### config.mk
export PLATFORM = sky130hd
export DESIGN_NAME = bcd_serial_addsub
export DESIGN_NICKNAME = d
export VERILOG_FILES = /design/src/rtl/bcd_pkg.sv /design/src/rtl/bcd_digit_adder.sv /design/src/rtl/bcd_serial_addsub.sv
export SDC_FILE = /design/constraint.sdc
export NUM_CORES = 1
export LEC_CHECK = 0
export CORE_MARGIN = 1.5
export CORE_UTILIZATION = 51
export DETAILED_ROUTE_END_ITERATION = 12
export PLACE_DENSITY = 0.83
export SYNTH_ARGS = -nofsm -noshare
export SYNTH_HDL_FRONTEND = slang
export SYNTH_HIERARCHICAL = 1
export SYNTH_SLANG_ARGS = --single-unit
### constraint.sdc
create_clock -name clk -period 4.15 [get_ports clk]
set_input_delay 0.83 -clock clk [delete_from_list [all_inputs] [get_ports clk]]
set_output_delay 0.83 -clock clk [all_outputs]
set_load 0.01 [all_outputs]
### src/rtl/bcd_pkg.sv
// Shared types and constants for the bit-serial BCD adder/subtractor.
package bcd_pkg;

  typedef logic [3:0] bcd_digit_t;

  typedef enum logic [1:0] {
    IDLE = 2'd0,
    RUN  = 2'd1,
    DONE = 2'd2
  } state_t;

  localparam bcd_digit_t BCD_MAX = 4'd9;
  localparam bcd_digit_t BCD_ADJ = 4'd6;

  // Wraps mod 16, so a digit above 9 maps onto another digit above 9.
  function automatic bcd_digit_t nines_comp(input bcd_digit_t d);
    return BCD_MAX - d;
  endfunction

endpackage

### src/rtl/bcd_digit_adder.sv
// Combinational single-digit BCD adder with decimal adjust.
// Macro BCD_INVALID_CHECK_EN enables the digit-range flag; otherwise it is tied low.
module bcd_digit_adder
  import bcd_pkg::*;
(
  input  logic [3:0] a,
  input  logic [3:0] b,
  input  logic       cin,
  output logic [3:0] s,
  output logic       cout,
  output logic       invalid
);

  logic [4:0] sum;

  always_comb begin
    sum  = {1'b0, a} + {1'b0, b} + {4'b0000, cin};
    s    = sum[3:0];
    cout = 1'b0;
    if (sum > 5'(BCD_MAX)) begin
      s    = 4'(sum + 5'(BCD_ADJ));
      cout = 1'b1;
    end
  end

`ifdef BCD_INVALID_CHECK_EN
  assign invalid = (a > BCD_MAX) || (b > BCD_MAX);
`else
  assign invalid = 1'b0;
`endif

endmodule

### src/rtl/bcd_serial_addsub.sv
// Digit-serial BCD add/subtract: one digit adder reused LSD-first over DIGITS cycles.
// Macro BCD_INVALID_CHECK_EN adds a sticky err flag for operand digits above 9.
module bcd_serial_addsub
  import bcd_pkg::*;
#(
  parameter int DIGITS = 4
) (
  input  logic                  clk,
  input  logic                  rst_n,
  input  logic                  start,
  input  logic                  sub,
  input  logic [4*DIGITS-1:0]   A,
  input  logic [4*DIGITS-1:0]   B,
  input  logic                  Cin,
  output logic                  ready,
  output logic                  done,
  output logic [4*DIGITS-1:0]   S,
  output logic                  Cout,
  output logic                  err
);

  localparam int W    = 4 * DIGITS;
  localparam int IDXW = (DIGITS > 1) ? $clog2(DIGITS) : 1;

  state_t          state_reg, state_next;
  logic [IDXW-1:0] idx_reg, idx_next;
  logic [W-1:0]    a_reg, a_next, b_reg, b_next, s_reg, s_next;
  logic            carry_reg, carry_next, sub_reg, sub_next, cout_reg, cout_next;

  bcd_digit_t a_dig [DIGITS];
  bcd_digit_t b_dig [DIGITS];
  bcd_digit_t a_cur, b_cur, b_eff, dig_sum;
  logic       dig_cout, dig_invalid, last_dig;

  for (genvar gi = 0; gi < DIGITS; gi++) begin : g_dig
    assign a_dig[gi] = a_reg[4*gi +: 4];
    assign b_dig[gi] = b_reg[4*gi +: 4];
  end

  always_comb begin
    a_cur = '0;
    b_cur = '0;
    for (int i = 0; i < DIGITS; i++) begin
      if (idx_reg == IDXW'(i)) begin
        a_cur = a_dig[i];
        b_cur = b_dig[i];
      end
    end
    b_eff = sub_reg ? nines_comp(b_cur) : b_cur;
  end

  assign last_dig = (idx_reg == IDXW'(DIGITS - 1));

  bcd_digit_adder u_adder (
    .a       (a_cur),
    .b       (b_eff),
    .cin     (carry_reg),
    .s       (dig_sum),
    .cout    (dig_cout),
    .invalid (dig_invalid)
  );

  always_comb begin
    state_next = state_reg;
    idx_next   = idx_reg;
    a_next     = a_reg;
    b_next     = b_reg;
    s_next     = s_reg;
    carry_next = carry_reg;
    sub_next   = sub_reg;
    cout_next  = cout_reg;
    ready      = 1'b0;
    done       = 1'b0;
    case (state_reg)
      IDLE: begin
        ready = 1'b1;
        if (start) begin
          a_next     = A;
          b_next     = B;
          sub_next   = sub;
          // Subtraction is A + ninescomp(B) + 1 - borrow.
          carry_next = sub ? ~Cin : Cin;
          idx_next   = '0;
          state_next = RUN;
        end
      end
      RUN: begin
        for (int i = 0; i < DIGITS; i++) begin
          if (idx_reg == IDXW'(i)) s_next[4*i +: 4] = dig_sum;
        end
        carry_next = dig_cout;
        idx_next   = idx_reg + 1'b1;
        if (last_dig) begin
          cout_next  = dig_cout;
          idx_next   = '0;
          state_next = DONE;
        end
      end
      DONE: begin
        done       = 1'b1;
        state_next = IDLE;
      end
      default: state_next = IDLE;
    endcase
  end

  always_ff @(posedge clk or negedge rst_n) begin
    if (!rst_n) begin
      state_reg <= IDLE;
      idx_reg   <= '0;
      a_reg     <= '0;
      b_reg     <= '0;
      s_reg     <= '0;
      carry_reg <= 1'b0;
      sub_reg   <= 1'b0;
      cout_reg  <= 1'b0;
    end else begin
      state_reg <= state_next;
      idx_reg   <= idx_next;
      a_reg     <= a_next;
      b_reg     <= b_next;
      s_reg     <= s_next;
      carry_reg <= carry_next;
      sub_reg   <= sub_next;
      cout_reg  <= cout_next;
    end
  end

  assign S    = s_reg;
  assign Cout = cout_reg;

`ifdef BCD_INVALID_CHECK_EN
  logic err_reg, err_next;

  always_comb begin
    err_next = err_reg;
    if (state_reg == IDLE && start) err_next = 1'b0;
    else if (state_reg == RUN && dig_invalid) err_next = 1'b1;
  end

  always_ff @(posedge clk or negedge rst_n) begin
    if (!rst_n) err_reg <= 1'b0;
    else        err_reg <= err_next;
  end

  assign err = err_reg;
`else
  // The adder drives invalid low in this build, so err is a constant 0.
  assign err = dig_invalid;
`endif

endmodule

==> summary.txt <==
Status = completed
Main flop type after synthesis = dfrtp_1
Vias in the first global route = 1765
Syn_area_per_cell = 13.1 µm²
Initial Util = 52.4%
Reg clk slew, reported paths = 0.09 ns
Hold_buf cts = 0
Setup_tns = 0 ns
Ports = 57
Share of layout cells above drive strength 1 = 29.8%
CP Max Fanout = 5
Overall Global Routing Usage = 19.9%
Starting DRT DRC Count = 116
# rows = 26
Max-Cap Viols = 0
Clk root buf = clkbuf_8
Total congestion overflow = 0
Yosys Warn Count = 6
Skew final = 0.00466 ns
Mapped Cells = 203
Pin count of the biggest net entering global routing = 56
Cts bufs inserted = 5
Relative slew slack = 55.4%
WL per Instance = 15.0 µm
Critical path required time = 4.35 ns
Drt via density = 5.34
CP endpoint kind = flip-flop
Via count = 1788
Clock buffer depth = 2
Fin. Hold Viols = 0
Flops & latches, synth = 55
Area delta synth->final = 27.9%
WS Path Type = flip-flop to flip-flop
R2R setup slack = 0.24 ns
Distinct cells, synth = 38
CP startpoint kind = flip-flop
Tcrit/Tclk final = 94.1%
Die width = 75.2 µm
Async set or reset register ratio after synthesis = 100%
Die H = 75.2 µm
Hold Crit Class = flip-flop to flip-flop
Number of port buffers = 55
Syn Nets = 251
Setup-failing EPs final = 0
Period minus WS final = 3.91 ns
Synth Cell Area = 2660 µm²
Fillers = 409
Sink Count = 55
Antenna violations before repair = 0
First-pass GRT wire length = 8290 µm
HPWL after DPL = 3780 µm
DRT antenna net count = 0
H-tree Lvls = 2
Slew of the pin with the lowest slew margin = 0.669 ns
Seq/Total Area, Yosys = 51.8%
GPL Wtd Cong = 0.780
CTS tree = built
F_max = 256 MHz
Die area = 5650 µm²
Post-synth EDFFs = 0
RSZ-0062 raised after global routing = false
Final WL = 5010 µm
Crit path DAT = 4.11 ns
ANT cells = 0
Slew Limit Fails = 0
DR pass1 iterations = 4
Fin nets = 312
DRC = 0
CORE AREA = 5070 µm²
Worst-skew pair later-pin latency = 0.31 ns
-- kinds of logic after synthesis --
family | share of synthesized area (%)
AOI/OAI and AO/OA | 10.4
xor gates and xnor gates | 1.65
adders and majority gates | 5.74
buffers and inverters | 4.24
DFF | 51.8
muxes | 21.6
other | 0.141
and+or+nand+nor | 4.47
-- per-layer routing --
layer	global-route usage [%]	up-vias	wire length (µm)
met5	0	-	0
met4	8.93	0	131
met3	4.42	13	205
met2	31.5	54	2430
met1	26.4	866	2240
li1	-	855	-
-- Yosys cell counts (all sizes together) (3+ instances only) --
cell / instances / area (µm²)
dfrtp: 55 / 1380
mux2: 50 / 563
nand2: 12 / 45.0
o21ai: 10 / 50.1
buf: 9 / 78.8
ha: 9 / 113
inv: 8 / 30.0
a21oi: 6 / 30.0
a221o: 5 / 50.1
a22oi: 4 / 35.0
o22ai: 4 / 25.0
a21o: 3 / 23.8
xnor2: 3 / 26.3
-- placed cells by master, fill, tap and decap left out, types with 2 or more instances in the layout --
master | Yosys | layout
a22oi_1 | 3 | 3
nor2_1 | 2 | 2
nand2_1 | 12 | 12
xnor2_2 | 0 | 2
a221o_1 | 5 | 5
dfrtp_1 | 55 | 55
clkdlybuf4s50_1 | 0 | 54
a21oi_1 | 6 | 6
o22ai_1 | 4 | 4
xor2_1 | 2 | 2
o21ai_0 | 10 | 9
ha_1 | 9 | 8
a21o_1 | 2 | 2
fa_1 | 2 | 2
inv_1 | 8 | 8
clkbuf_8 | 0 | 5
and2b_1 | 2 | 2
mux2_2 | 50 | 50
clkinv_2 | 0 | 3
buf_4 | 3 | 9
-- metrics by stage --
step,setup slack [ns],util [%],hold slack [ns],std cells,cell area [µm²]
5_1_grt,0.0132,67.0,0.527,335,3400
2_1_floorplan,0.450,-,0.475,203,2660
6_report,0.244,67.0,0.511,335,3400
3_5_place_dp,0.0734,64.1,0.494,324,3250
3_3_place_gp,0.207,64.1,0.487,324,3250
4_1_cts,0.0497,65.8,0.515,332,3340
-- area by class of cell --
| type | count | area (µm²) | area share, % |
|---|---|---|---|
| tap | 70 | 87.6 | 2.58 |
| timing repair buffer | 64 | 613 | 18.0 |
| clock inverter | 3 | 15.0 | 0.442 |
| multi-input combinational | 130 | 1210 | 35.5 |
| sequential | 55 | 1380 | 40.5 |
| clock buffer | 5 | 68.8 | 2.03 |
| inverter | 8 | 30.0 | 0.884 |
-- worst paths after layout --
kind	startpoint	cells past startpoint	end
worst min register to register	a_reg[8]	1	a_reg[8]
worst min-delay path	a_reg[8]	1	a_reg[8]
max in group asynchronous	rst_n	2	b_reg[8]
worst max-delay path	idx_reg[0]	16	S[7]
min in group asynchronous	rst_n	2	S[2]
worst max register to register	idx_reg[0]	16	S[7]
-- worst max-delay path, stage by stage (launching register included) --
cell	delay (ns)
dfrtp_1	0.38
inv_1	0.10
ha_1	0.24
nor2b_2	0.19
buf_4	0.14
a221o_1	0.29
a22oi_2	0.16
ha_1	0.26
nand2_1	0.06
o21ai_0	0.09
ha_1	0.37
xnor2_2	0.21
ha_1	0.26
a31o_1	0.24
a2111oi_2	0.37
nor2b_1	0.14
mux2_2	0.28
-- timing repair --
action / CTS / global route
setup buffers: 0 / 3
gates resized for setup: 0 / 9
endpoints found under the setup margin: 0 / 12
Power is not shown: default switching activity piles up to over one toggle a cycle in this logic, so the estimate is an artifact.
